===== src/rtl/cdb_arbiter_pkg.sv =====
// Shared constants for the CDB write-back arbiter: idle tag/data values,
// default widths and producer index assignments.
package cdb_arbiter_pkg;

    localparam int CDB_TAG_W  = 4;
    localparam int CDB_DATA_W = 32;

    localparam logic [CDB_TAG_W-1:0]  TAG_FREE  = '1;
    localparam logic [CDB_DATA_W-1:0] DATA_FREE = '0;

    typedef enum int {
        SRC_ALU = 0,
        SRC_LS  = 1,
        SRC_BR  = 2
    } src_idx_e;

    function automatic int ptr_width(input int n);
        return (n > 1) ? $clog2(n) : 1;
    endfunction

endpackage


===== src/rtl/cdb_arbiter_rr_pick2.sv =====
// Combinational two-winner picker: scans the valid vector starting at a
// pointer and returns the first and second hits as one-hot grants plus indices.
module cdb_arbiter_rr_pick2 #(
    parameter int N     = 3,
    parameter int PTR_W = 2
) (
    input  logic [N-1:0]     valid,
    input  logic [PTR_W-1:0] start,
    output logic [N-1:0]     gnt_o,
    output logic [N-1:0]     gnt_t,
    output logic [PTR_W-1:0] idx_o,
    output logic [PTR_W-1:0] idx_t,
    output logic             vld_o,
    output logic             vld_t
);

    int cand;

    always_comb begin
        gnt_o = '0;
        gnt_t = '0;
        idx_o = '0;
        idx_t = '0;
        vld_o = 1'b0;
        vld_t = 1'b0;
        cand  = 0;
        for (int k = 0; k < N; k++) begin
            // start is always < N, so one conditional subtract wraps the scan
            cand = (int'(start) + k >= N) ? int'(start) + k - N : int'(start) + k;
            if (valid[cand]) begin
                if (!vld_o) begin
                    vld_o       = 1'b1;
                    idx_o       = PTR_W'(cand);
                    gnt_o[cand] = 1'b1;
                end else if (!vld_t) begin
                    vld_t       = 1'b1;
                    idx_t       = PTR_W'(cand);
                    gnt_t[cand] = 1'b1;
                end
            end
        end
    end

endmodule


===== src/rtl/cdb_arbiter.sv =====
// CDB write-back arbiter: grants up to two producers per cycle onto registered
// broadcast ports O and T. Define CDB_RR_EN for round-robin, else fixed priority.
module cdb_arbiter
    import cdb_arbiter_pkg::*;
#(
    parameter int NUM_SRC = 3,
    parameter int TAG_W   = CDB_TAG_W,
    parameter int DATA_W  = CDB_DATA_W
) (
    input  logic                      clk,
    input  logic                      rst,
    input  logic [NUM_SRC-1:0]        src_valid,
    input  logic [NUM_SRC*TAG_W-1:0]  src_tag,
    input  logic [NUM_SRC*DATA_W-1:0] src_data,
    output logic [NUM_SRC-1:0]        src_ready,
    output logic                      wrt_en_o,
    output logic [TAG_W-1:0]          wrt_tag_o,
    output logic [DATA_W-1:0]         wrt_data_o,
    output logic                      wrt_en_t,
    output logic [TAG_W-1:0]          wrt_tag_t,
    output logic [DATA_W-1:0]         wrt_data_t
);

    localparam int PTR_W = ptr_width(NUM_SRC);
    localparam logic [TAG_W-1:0]  TAG_IDLE  = TAG_W'(TAG_FREE);
    localparam logic [DATA_W-1:0] DATA_IDLE = DATA_W'(DATA_FREE);

    logic [PTR_W-1:0]   start;
    logic [PTR_W-1:0]   idx_o;
    logic [PTR_W-1:0]   idx_t;
    logic               vld_o;
    logic               vld_t;
    logic [NUM_SRC-1:0] gnt_o;
    logic [NUM_SRC-1:0] gnt_t;
    logic [TAG_W-1:0]   sel_tag_o;
    logic [TAG_W-1:0]   sel_tag_t;
    logic [DATA_W-1:0]  sel_data_o;
    logic [DATA_W-1:0]  sel_data_t;

`ifdef CDB_RR_EN
    logic [PTR_W-1:0] rr_ptr;
    logic [PTR_W-1:0] last_idx;

    assign last_idx = vld_t ? idx_t : idx_o;

    // Pointer moves past the last winner so it loses priority next cycle
    always_ff @(posedge clk or posedge rst) begin
        if (rst) begin
            rr_ptr <= PTR_W'(SRC_ALU);
        end else if (vld_o) begin
            rr_ptr <= (int'(last_idx) == NUM_SRC - 1) ? '0 : last_idx + PTR_W'(1);
        end
    end

    assign start = rr_ptr;
`else
    assign start = '0;
`endif

    cdb_arbiter_rr_pick2 #(
        .N     (NUM_SRC),
        .PTR_W (PTR_W)
    ) u_rr_pick2 (
        .valid (src_valid),
        .start (start),
        .gnt_o (gnt_o),
        .gnt_t (gnt_t),
        .idx_o (idx_o),
        .idx_t (idx_t),
        .vld_o (vld_o),
        .vld_t (vld_t)
    );

    assign src_ready  = gnt_o | gnt_t;

    assign sel_tag_o  = src_tag[int'(idx_o)*TAG_W +: TAG_W];
    assign sel_tag_t  = src_tag[int'(idx_t)*TAG_W +: TAG_W];
    assign sel_data_o = src_data[int'(idx_o)*DATA_W +: DATA_W];
    assign sel_data_t = src_data[int'(idx_t)*DATA_W +: DATA_W];

    always_ff @(posedge clk or posedge rst) begin
        if (rst) begin
            wrt_en_o   <= 1'b0;
            wrt_tag_o  <= TAG_IDLE;
            wrt_data_o <= DATA_IDLE;
            wrt_en_t   <= 1'b0;
            wrt_tag_t  <= TAG_IDLE;
            wrt_data_t <= DATA_IDLE;
        end else begin
            wrt_en_o   <= vld_o;
            wrt_tag_o  <= vld_o ? sel_tag_o  : TAG_IDLE;
            wrt_data_o <= vld_o ? sel_data_o : DATA_IDLE;
            wrt_en_t   <= vld_t;
            wrt_tag_t  <= vld_t ? sel_tag_t  : TAG_IDLE;
            wrt_data_t <= vld_t ? sel_data_t : DATA_IDLE;
        end
    end

endmodule


===== config.mk =====
export PLATFORM = sky130hd
export DESIGN_NAME = cdb_arbiter
export DESIGN_NICKNAME = d
export VERILOG_FILES = /design/src/rtl/cdb_arbiter_pkg.sv /design/src/rtl/cdb_arbiter_rr_pick2.sv /design/src/rtl/cdb_arbiter.sv
export SDC_FILE = /design/constraint.sdc
export NUM_CORES = 1
export LEC_CHECK = 0
export CAP_MARGIN = 20
export CORE_MARGIN = 5
export CORE_UTILIZATION = 45
export DETAILED_ROUTE_END_ITERATION = 8
export HOLD_SLACK_MARGIN = 0.02
export PLACE_DENSITY = 0.87
export SLEW_MARGIN = 20
export SYNTH_ARGS = -nofsm -noshare
export SYNTH_HDL_FRONTEND = slang
export SYNTH_SLANG_ARGS = --single-unit
export TNS_END_PERCENT = 5

===== constraint.sdc =====
create_clock -name clk -period 4.1 [get_ports clk]
set_input_delay 0.82 -clock clk [delete_from_list [all_inputs] [get_ports clk]]
set_output_delay 0.82 -clock clk [all_outputs]
set_load 0.01 [all_outputs]

==> flow_metrics.tcl <==
set metrics [dict create \
    htree_levels 3 \
    drc_errors 0 \
    required_ns 3.28 \
    tightest_slew_ns 0.942 \
    grt_pass1_vias 3894 \
    die_x_um 104 \
    post-cts-setup-buffers 0 \
    outcome "complete, no violations" \
    grt_antenna_before_repair 0 \
    netlist.area_leader.share_pct 41.3 \
    setup_viol 0 \
    fillerInstances 633 \
    cts_tree "built" \
    cts_buffers 9 \
    postLayoutCoreUtil_pct 70.7 \
    vdd_drop_max_v 0.000231 \
    critPathKind "in2out" \
    finalCritPeriodShare_pct 82.0 \
    track_usage_pct 24.1 \
    port_buffers 189 \
    ant_nets 0 \
    synth_largest_area_cell "dfrtp_1" \
    start_util_pct 46.1 \
    netlist_area_mm2 0.00400 \
    setup_tns_ns 0 \
    async_reset_ff_share_pct 100 \
    synth_commonest_cells "dfrtp_1 (66), nand2_1 (36), mux2i_1 (33)" \
    worstPathMaxFanout 6 \
    dominantRegCellSynth "dfrtp_1" \
    hold_depth 2 \
    cts_root_buffer "clkbuf_8" \
    hold_violations 0 \
    cp-start-kind "primary input" \
    rsz0062_at_grt "no" \
    grt_max_degree 75 \
    fmax_ghz 0.298 \
    route.vias.total 3584 \
    p_per_area_mw_per_mm2 340 \
    netlist_instances 346 \
    first_pass_iters 4 \
    avgSynthCellArea_um2 11.6 \
    nNetsFinal 639 \
    fp.dieH_um 104 \
    die-area_mm2 0.0109 \
    rows 34 \
    ctsLongestPathBuffers 2 \
    worstPathArrival_ns 2.54 \
    post_dp_cell_area_mm2 0.00589 \
    min_to "wrt_data_o[1]$_DFF_PP0_" \
    end_kind "primary output" \
    routedWlPerCell_um 20.8 \
    final_cell_area_mm2 0.00613 \
    hp-class "in2reg" \
    drv_cap 0 \
    ys_ff_latch 74 \
    synth_edf_count 0 \
    ctsHoldBuffers 0 \
    ioPinCount 190 \
    antenna_cells 0 \
    yosysMostFrequentCell "dfrtp_1" \
    relSlewSlack_pct 37.2 \
    post-route-min-period_ns 3.36 \
    gp_congestion 0.823 \
    vias_per_cell 5.67 \
    syn_nets 465 \
    cts_sinks 74 \
    drive_above_1_share_pct 15.1 \
    drt_iter0_drc 145 \
    grt_pass1_wl_um 21200 \
    ys_seq_area_share_pct 46.5 \
    ys_warn_count 0 \
    layout_setup_ws_ns 0.739 \
    dp_hpwl_um 9340 \
    ys_types 24 \
    design.core.area_mm2 0.00868 \
    drt_wl_total_um 13200 \
    clkSlewWorstSetupHoldPaths_ns 0.08 \
    slew_viol_final 0 \
    synth_area_leaders "dfrtp_1 (41%), a311oi_2 (11%), mux2i_1 (8.3%), o2bb2ai_1 (7.0%), dfstp_2 (5.3%)" \
    area_growth_pct 53.3 \
    grt-ovfl-total 0 \
    cts_resized 0 \
    leakagePower_nw 2.40 \
    hp-start "src_data[65]" \
    pre_cts_slack_ns 0.731 \
]
per-stage QoR:
step / total power, mW / cells / hold slack [ns]
after CTS: 2.10 / 632 / 1.05
final: 2.09 / 632 / 1.07
after global placement: 1.40 / 617 / 1.41
after detailed placement: 1.41 / 617 / 1.42
after floorplan: 1.09 / 346 / 0.944
after global routing: 2.18 / 632 / 1.05
registers in the layout, summed over array words and instances (netlist names):
signal	flops
wrt_en_t	1
wrt_tag_o	4
wrt_data_o	32
wrt_tag_t	4
wrt_data_t	32
wrt_en_o	1
cells in the final DEF, fill, tap and decap left out, drive strengths merged, types with 3 or more instances in the layout:
cell type,netlist,routed
clkdlybuf4s50,0,189
dfrtp,66,66
nand2,37,37
mux2i,33,33
a21oi,32,32
nand2b,32,32
o2bb2ai,32,32
a311oi,31,31
clkbuf,6,10
inv,9,9
mux2,8,8
dfstp,8,8
buf,28,8
ha,6,6
o21a,5,5
o311ai,4,4
o211ai,4,4
bufinv,0,3
worst max-delay path, cell delays in order:
cell,delay [ns]
clkdlybuf4s50_1,0.54
inv_1,0.12
ha_1,0.29
or2_2,0.30
clkdlybuf4s50_1,0.48
worst max path at each step:
stage	start	end	slack, ns	depth (start not counted)
4_1_cts	src_valid[0]	src_ready[1]	0.74	5
5_1_grt	src_valid[0]	src_ready[1]	0.66	5
3_3_place_gp	src_valid[0]	src_ready[1]	0.77	5
3_5_place_dp	src_valid[0]	src_ready[1]	0.73	5
6_report	src_valid[0]	src_ready[1]	0.74	5
2_1_floorplan	rst	wrt_data_o[0]$_DFF_PP0_	1.41	1
cells by family after synthesis:
logic type / count (synthesis) / share of synthesized area, %
compound gates: 110 / 25.7
mux: 41 / 10.5
flops: 74 / 46.5
fa+ha+maj: 6 / 1.88
buf+inv: 43 / 6.19
simple gates: 72 / 9.13
metal layers:
metal  track usage, %  share of wire [%]  vias to the layer above  wire, µm
li1                 -                  -                     1619         -
met1             28.3                 39                     1795      5080
met2             41.9                 53                      152      6910
met3             7.64                7.1                       18       929
met4             7.22                1.7                        0       229
met5                0                  0                        -         0
cell type report:
class / count / area, µm² / share of cell area (%)
well taps: 108 / 135 / 2.20
clock inverters: 5 / 103 / 1.67
flip-flops and latches: 74 / 1860 / 30.4
repair buffers: 197 / 1960 / 32.0
multi-input cells: 229 / 1900 / 30.9
inverters: 9 / 33.8 / 0.551
clock buffers: 10 / 138 / 2.24
where the power goes:
part,internal [mW],switching (mW),total [mW]
Combinational,0.315,0.255,0.570
Clock,0.417,0.272,0.689
Sequential,0.807,0.0222,0.829
Total,1.54,0.550,2.09
Power figures use the tool's default switching activity.
